### src/rtl/seq_control_unit.sv
// rtl/seq_control_unit.sv - multi-cycle instruction sequencer with valid/ready fetch
// Decodes a latched instruction word into datapath controls over one or two execute cycles.
module seq_control_unit #(
  parameter int INST_W    = 8,
  parameter int REG_SEL_W = 3,
  parameter int ALU_SEL_W = 4
) (
  input  logic                 clk,
  input  logic                 rst,
  input  logic [INST_W-1:0]    inst,
  input  logic                 instValid,
  output logic                 instReady,
  output logic [ALU_SEL_W-1:0] aluSel,
  output logic [REG_SEL_W-1:0] regInSel,
  output logic [REG_SEL_W-1:0] regOutSel,
  output logic                 regInEn,
  output logic                 regOutEn,
  output logic                 genConst,
  output logic                 loadAddr,
  output logic                 aluLatch,
  output logic                 busy,
  output logic                 halted,
  output logic                 illegal
);

  localparam int OP_W = INST_W - REG_SEL_W;

  localparam logic [1:0] S_FETCH = 2'd0;
  localparam logic [1:0] S_EXEC1 = 2'd1;
  localparam logic [1:0] S_EXEC2 = 2'd2;
  localparam logic [1:0] S_HALT  = 2'd3;

  localparam logic [OP_W-1:0] OP_NOP    = OP_W'(0);
  localparam logic [OP_W-1:0] OP_MOV_RR = OP_W'(1);
  localparam logic [OP_W-1:0] OP_MOV_R0 = OP_W'(2);
  localparam logic [OP_W-1:0] OP_LDI    = OP_W'(3);
  localparam logic [OP_W-1:0] OP_LDA    = OP_W'(4);
  localparam logic [OP_W-1:0] OP_HLT    = OP_W'(7);

  logic [1:0]           state;
  logic [1:0]           next_state;
  logic [INST_W-1:0]    ir;
  logic [OP_W-1:0]      op;
  logic [REG_SEL_W-1:0] r;

  assign op = ir[INST_W-1:REG_SEL_W];
  assign r  = ir[REG_SEL_W-1:0];

  always_ff @(posedge clk or posedge rst) begin
    if (rst) begin
      state <= S_FETCH;
      ir    <= '0;
    end else begin
      state <= next_state;
      if (state == S_FETCH && instValid)
        ir <= inst;
    end
  end

  // Outputs stay at zero for the whole time rst is high so an aborted op never writes.
  always_comb begin
    next_state = state;
    instReady  = 1'b0;
    aluSel     = '0;
    regInSel   = '0;
    regOutSel  = '0;
    regInEn    = 1'b0;
    regOutEn   = 1'b0;
    genConst   = 1'b0;
    loadAddr   = 1'b0;
    aluLatch   = 1'b0;
    busy       = 1'b0;
    halted     = 1'b0;
    illegal    = 1'b0;
    if (!rst) begin
      case (state)
        S_FETCH: begin
          instReady = 1'b1;
          if (instValid)
            next_state = S_EXEC1;
        end
        S_EXEC1: begin
          busy       = 1'b1;
          next_state = S_FETCH;
          if (op[OP_W-1]) begin
            regOutEn   = 1'b1;
            regOutSel  = r;
            aluLatch   = 1'b1;
            next_state = S_EXEC2;
          end else begin
            case (op)
              OP_NOP: ;
              OP_MOV_RR: begin
                regOutEn  = 1'b1;
                regOutSel = r;
                regInEn   = 1'b1;
              end
              OP_MOV_R0: begin
                regOutEn = 1'b1;
                regInEn  = 1'b1;
                regInSel = r;
              end
              OP_LDI: begin
                // Immediate word is taken straight off inst; wait here until it arrives.
                instReady = 1'b1;
                regInSel  = r;
                genConst  = instValid;
                regInEn   = instValid;
                if (!instValid)
                  next_state = S_EXEC1;
              end
              OP_LDA: begin
                regOutEn  = 1'b1;
                regOutSel = r;
                loadAddr  = 1'b1;
              end
              OP_HLT: next_state = S_HALT;
              default: illegal = 1'b1;
            endcase
          end
        end
        S_EXEC2: begin
          busy       = 1'b1;
          aluSel     = op[ALU_SEL_W-1:0];
          regInEn    = 1'b1;
          next_state = S_FETCH;
        end
        default: begin
          halted = 1'b1;
        end
      endcase
    end
  end

endmodule

### config.mk
export PLATFORM = sky130hd
export DESIGN_NAME = seq_control_unit
export DESIGN_NICKNAME = d
export VERILOG_FILES = /design/src/rtl/seq_control_unit.sv
export SDC_FILE = /design/constraint.sdc
export NUM_CORES = 1
export LEC_CHECK = 0
export ABC_CLOCK_PERIOD_IN_PS = 2100
export CAP_MARGIN = 10
export CORE_MARGIN = 2
export CORE_UTILIZATION = 42
export DETAILED_ROUTE_END_ITERATION = 7
export GPL_TIMING_DRIVEN = 0
export PLACE_DENSITY = 0.77
export SYNTH_ARGS = -nofsm -noshare
export SYNTH_HDL_FRONTEND = slang
export SYNTH_SLANG_ARGS = --single-unit
export TNS_END_PERCENT = 100
### constraint.sdc
create_clock -name clk -period 2.1 [get_ports clk]
set_input_delay 0.21 -clock clk [delete_from_list [all_inputs] [get_ports clk]]
set_output_delay 0.21 -clock clk [all_outputs]
set_load 0.005 [all_outputs]
==> results.py, run 1 <==
metrics = {
    "power_and_ir_drop": {
        "irDropWorstVdd_v": 0.000845,
        "p_leak_nw": 0.661,
        "p_comb_share_pct": 68.3,
        "switching_power_mw": 0.597,
        "intPower_mw": 0.945,
        "power.share.sequential_pct": 23.5,
        "clock_power_share_pct": 8.1,
        "swShare_pct": 38.7,
        "power_density_nw_per_um2": 1210,
    },
    "route": {
        "via_count": 707,
        "wire_per_inst_um": 13.5,
        "drc": 0,
        "viasPerCell": 4.94,
        "ant_nets": 0,
        "routed_wl_um": 1930,
        "dr.pass1.iters": 4,
        "dr.first_iter.drc_count": 5,
    },
    "grt": {
        "grt-ovfl-total": 0,
        "grt_start_max_net_pins": 11,
        "grt_pass1_vias": 725,
        "grt_pass1_wl_um": 3190,
        "grt.total_usage_pct": 20.6,
        "antenna_found_initial": 0,
    },
    "timing": {
        "slew_violations": 0,
        "hold_viol_final": 0,
        "period_share_pct": 98.7,
        "max_clock_freq_ghz": 0.482,
        "maxSlewHeadroom_pct": 64.6,
        "whs_ns": 0.399,
        "setup_violations": 0,
        "worstMarginPinSlew_ns": 0.531,
        "period_needed_ns": 2.07,
        "fin_skew_ns": 0.00611,
        "rsz0062_at_grt": "yes",
    },
    "setup_path": {
        "cp_max_fo": 3,
        "worstPathCellList": "inv_2 > ha_4 > or3b_4 > nor4b_4 > buf_4 > and2_4 > buf_6",
        "critPathRequiredTime_ns": 1.89,
        "path_class": "reg -> out",
        "cp-start-kind": "flop",
        "r2r_setup_slack_ns": 0.39,
        "slowest_stage": "dfrtp_1",
        "worstPathArrival_ns": 1.86,
        "cpPeakStageDelay_ns": 0.40,
        "cp-end-kind": "output pin",
    },
    "cells_and_area": {
        "layout.nets": 135,
        "diodes": 0,
        "syn_to_final_growth_pct": 64.9,
        "drive_above_1_share_pct": 42.4,
        "utilization_pct": 73.8,
    },
    "floorplan": {
        "coreArea_sq_um": 1730,
        "rows": 15,
        "die_y_um": 46.9,
        "die_area_sq_um": 2200,
        "die_w_um": 46.9,
        "initial_core_util_pct": 44.8,
        "ios": 30,
    },
    "synthesis": {
        "ys_async_sr_fraction_pct": 100,
        "yosysTopAreaCellShare_pct": 32.4,
        "synth_area_sq_um": 773,
        "yosys-top-cells-count": "10 x and2_1, 10 x dfrtp_1, 9 x mux2_2, 5 x nor2_1, 5 x nor2b_1",
        "synth-seq-cells": 10,
        "ys_seq_area_share_pct": 32.4,
        "synth_edf_count": 0,
        "ys_types": 30,
        "synth_nets": 90,
        "ys_top_cells_by_area": "dfrtp_1 32%, mux2_2 13%, and2_1 8.1%",
        "yosys.area.top_type": "dfrtp_1",
        "synth_cells": 75,
        "synth_area_per_cell_sq_um": 10.3,
        "ys_warn_count": 0,
        "ys.flop_type": "dfrtp_1",
    },
    "cts": {
        "cts.sinks": 10,
        "worstSkewPairLatency_ns": 0.26,
        "htreeDepth": 1,
        "tritoncts": "built",
        "cts-buffers-inserted": 3,
        "clk_path_buf_depth": 2,
        "cts_root_buf": "clkbuf_4",
        "clk_pin_slew_ns": 0.06,
        "ctsHoldBuffers": 0,
    },
    "min_path": {
        "min_path_type": "in -> async",
    },
    "run": {
        "cap_violations": 0,
    },
    "outcome": {
        "outcome": "finished clean",
    },
    "placement": {
        "gp_congestion": 0.781,
        "io_buffers": 29,
        "hpwlAfterDp_um": 1280,
    },
}
[what timing repair did]
action / CTS / global route
setup buffers: 9 / 2
endpoints found under the hold margin: 0 / 0
pin swaps: 7 / 2
resized for setup: 35 / 20
endpoints found under the setup margin: 11 / 14
[metrics by stage]
stage	power (mW)	cells	TNS [ns]	instance area [sq um]	setup WS [ns]
after detailed placement	1.21	129	-2.71	1090	-0.319
final	1.54	143	0	1270	0.0269
after CTS	1.46	141	-0.296	1200	-0.0556
after floorplan	0.927	75	0	773	0.406
after global placement	1.19	129	-2.52	1090	-0.297
after global routing	1.66	143	-0.172	1270	-0.0664
[flip-flops by register name, summed over array words and instances (netlist names)]
register  count
state         2
ir            8
[path summary, 6_finish.rpt]
check                                     start              endpoint  cells after the start
setup reg to reg           state[0]$_DFFE_PP0P_  state[0]$_DFFE_PP0P_                      5
hold reg to reg               ir[1]$_DFFE_PP0P_     ir[1]$_DFFE_PP0P_                      1
max in group asynchronous                   rst     ir[2]$_DFFE_PP0P_                      3
min in group clk              ir[1]$_DFFE_PP0P_     ir[1]$_DFFE_PP0P_                      1
hold / removal                              rst     ir[4]$_DFFE_PP0P_                      3
setup / recovery           state[1]$_DFFE_PP0P_           regInSel[0]                      7
[logic make-up after synthesis]
family	count (synthesis)	share of synthesized area (%)
fa+ha+maj	4	6.47
xor+xnor	2	2.27
mux	10	14.4
flops	10	32.4
compound gates	8	7.77
buf+inv	8	6.47
simple gates	33	30.3
[worst max-delay path: cells and delay by family (launching register included)]
family                     cells  cell delay (ns)
buffers and inverters          3             0.31
and+or+nand+nor                3             0.77
DFF                            1             0.40
adders and majority gates      1             0.12
[final cells by class]
class,count,area (sq um)
multi-input cells,57,547
fillers,142,452
repair buffers,40,370
flip-flops and latches,10,250
plain buffers,4,35.0
well taps,25,31.3
clock buffers,3,22.5
inverters,4,18.8
[layer usage]
metal / vias up / wire, um / track usage [%]
met2: 25 / 992 / 35.3
met1: 331 / 805 / 24.4
met5: - / 0 / 0
li1: 349 / - / -
met3: 2 / 118 / 5.00
met4: 0 / 17 / 8.89
[power groups by stage]
stage / registers [mW] / clock network, mW / logic, mW
2_1_floorplan: 0.342 / 0 / 0.584
3_3_place_gp: 0.355 / 0 / 0.831
3_5_place_dp: 0.363 / 0 / 0.847
4_1_cts: 0.360 / 0.132 / 0.970
5_1_grt: 0.372 / 0.139 / 1.15
6_report: 0.363 / 0.126 / 1.05
[layout by cell type, fill, tap and decap left out, types with 2 or more instances in the layout]
master,count
and2_1,8
buf_6,6
and2_4,2
clkbuf_4,3
ha_4,2
buf_4,10
dlygate4sd2_1,4
clkdlybuf4s50_1,13
dfrtp_1,10
nor2_1,3
mux2_2,9
buf_2,3
dlymetal6s2s_1,5
inv_2,3
and3b_1,3
o21a_1,2
ha_1,2
nor2b_1,3
clkbuf_2,2
Power figures use the tool's default switching activity.
==> run 2: changes to the inputs <==
Settings changed: SKIP_LAST_GASP set to 1.
==> run 2 against run 1 <==
Sequential power barely moved; global-route usage did not move; clock skew barely moved; final cell count did not move; power fell by 0.49%; sequential cell count did not move; clock power barely moved; largest power group unchanged; non-clock buffer count did not move; worst hold slack got worse by 0.00072 ns.
==> results.py, run 2 (same netlist as run 1, synthesis figures left out) <==
metrics = {
    "outcome": {
        "outcome": "finished clean",
    },
    "setup_path": {
        "path_class": "reg -> out",
        "cp-endpoint": "regInEn",
        "critPathRequiredTime_ns": 1.89,
        "reg2reg_from": "state[0]$_DFFE_PP0P_",
        "reg2reg_to": "state[0]$_DFFE_PP0P_",
        "cp-startpoint": "state[1]$_DFFE_PP0P_",
        "cp-end-kind": "output pin",
        "cp_max_fo": 3,
        "r2r_setup_slack_ns": 0.39,
        "worstPathArrival_ns": 1.88,
        "reg2reg_depth": 5,
        "cp-start-kind": "flop",
    },
    "timing": {
        "hold_viol_final": 0,
        "setup_slack_ns": 0.0146,
        "fin_skew_ns": 0.00614,
        "maxSlewHeadroom_pct": 64.9,
        "worstMarginPinSlew_ns": 0.526,
        "rsz0062_at_grt": "yes",
        "period_share_pct": 99.3,
        "setup_violations": 0,
        "period_needed_ns": 2.09,
        "slew_violations": 0,
        "max_clock_freq_ghz": 0.480,
        "fin_setup_tns_ns": 0,
    },
    "floorplan": {
        "initial_core_util_pct": 44.8,
        "rows": 15,
        "die_w_um": 46.9,
        "die_area_sq_um": 2200,
        "ios": 30,
        "coreArea_sq_um": 1730,
        "die_y_um": 46.9,
    },
    "route": {
        "drc": 0,
        "dr.first_iter.drc_count": 8,
        "ant_nets": 0,
        "viasPerCell": 4.96,
        "dr.pass1.iters": 4,
        "wire_per_inst_um": 13.5,
        "routed_wl_um": 1930,
        "via_count": 709,
    },
    "cts": {
        "cts_root_buf": "clkbuf_4",
        "clk_pin_slew_ns": 0.06,
        "cts-buffers-inserted": 3,
        "cts.sinks": 10,
        "ctsHoldBuffers": 0,
        "htreeDepth": 1,
        "tritoncts": "built",
        "worstSkewPairLatency_ns": 0.26,
        "clk_path_buf_depth": 2,
    },
    "cells_and_area": {
        "regMostFlops": "ir",
        "final_common_cell": "clkdlybuf4s50_1",
        "stdcell_area_sq_um": 1270,
        "fin_cells": 143,
        "largest_reg_flops": 8,
        "seq_area_sq_um": 250,
        "syn_to_final_growth_pct": 63.9,
        "largest_registers": "ir: 8 flops, state: 2 flops",
        "diodes": 0,
        "drive_above_1_share_pct": 42.4,
        "layout.nets": 135,
        "final_cell_mix": "14 x clkdlybuf4s50_1, 11 x buf_4, 10 x dfrtp_1",
        "nFillCells": 142,
        "multi_input_area_sq_um": 547,
    },
    "grt": {
        "grt_start_max_net_pins": 11,
        "grt-ovfl-total": 0,
        "antenna_found_initial": 0,
        "grt_pass1_vias": 725,
        "grt.total_usage_pct": 20.6,
        "grt_pass1_wl_um": 3190,
    },
    "power_and_ir_drop": {
        "power_density_nw_per_um2": 1210,
        "power.share.sequential_pct": 23.6,
        "irDropWorstVdd_v": 0.000843,
        "power.total_mw": 1.53,
        "p_comb_share_pct": 68.2,
        "intPower_mw": 0.940,
        "p_leak_nw": 0.644,
        "swShare_pct": 38.8,
        "clock_power_share_pct": 8.2,
        "switching_power_mw": 0.595,
    },
    "min_path": {
        "min_path_type": "in -> async",
    },
    "run": {
        "cap_violations": 0,
    },
    "placement": {
        "dp_cells": 129,
        "post_dp_cell_area_sq_um": 1090,
        "hpwlAfterDp_um": 1280,
        "io_buffers": 29,
        "detailedPlace.worstSlack_ns": -0.319,
        "gp_congestion": 0.781,
    },
}
-- run 2: changes by cell type in the layout (fill, tap and decap cells not counted), sizes merged --
cell,previous run,this run
clkdlybuf4s15,1,0
clkdlybuf4s50,13,14
dlygate4sd2,4,5
dlymetal6s2s,5,4
-- run 2: how the worst min path moves through the flow --
stage / start / endpoint / slack, ns / cells after the start
finish: rst / ir[4]$_DFFE_PP0P_ / 0.40 / 3
detailed placement: ir[1]$_DFFE_PP0P_ / ir[1]$_DFFE_PP0P_ / 0.51 / 1
CTS: rst / ir[7]$_DFFE_PP0P_ / 0.32 / 3
global route: rst / ir[7]$_DFFE_PP0P_ / 0.42 / 3
floorplan: rst / ir[0]$_DFFE_PP0P_ / 0.08 / 1
global placement: ir[2]$_DFFE_PP0P_ / ir[2]$_DFFE_PP0P_ / 0.50 / 1
-- run 2: power by group through the flow --
stage	Clock [mW]	Sequential, mW	Combinational, mW
after floorplan	0	0.342	0.584
after global placement	0	0.355	0.831
after detailed placement	0	0.363	0.847
after CTS	0.132	0.360	0.960
after global routing	0.139	0.372	1.14
final	0.126	0.362	1.05
-- run 2: final cells by class --
type	instances	area share, %
inverters	4	1.48
clock buffers	3	1.78
plain buffers	4	2.76
flip-flops and latches	10	19.7
well taps	25	2.47
multi-input cells	57	43.1
repair buffers	40	28.6
-- run 2: worst max-delay path, stage by stage, from the launching register on --
cell,delay [ns]
dfrtp_1,0.40
inv_2,0.08
ha_4,0.12
or3b_4,0.40
buf_4,0.15
buf_6,0.11
nor4_4,0.12
o21a_1,0.13
buf_2,0.10
-- run 2: layer usage --
layer	vias to the layer above	global-route usage [%]	wire, um
li1	348	-	-
met1	334	24.4	813
met2	25	35.3	966
met3	2	5.00	127
met4	0	8.89	18
met5	-	0	0
-- run 2: metrics by stage --
stage	hold WS (ns)	util, %
after floorplan	0.0752	-
after global placement	0.499	63.4
after detailed placement	0.513	63.4
after CTS	0.317	69.2
after global routing	0.417	73.4
final	0.399	73.4
-- run 2: what timing repair did --
action / in CTS / in global routing
setup endpoints to repair: 11 / 14
setup buffers: 9 / 2
resized for setup: 31 / 21
pin swaps: 7 / 2
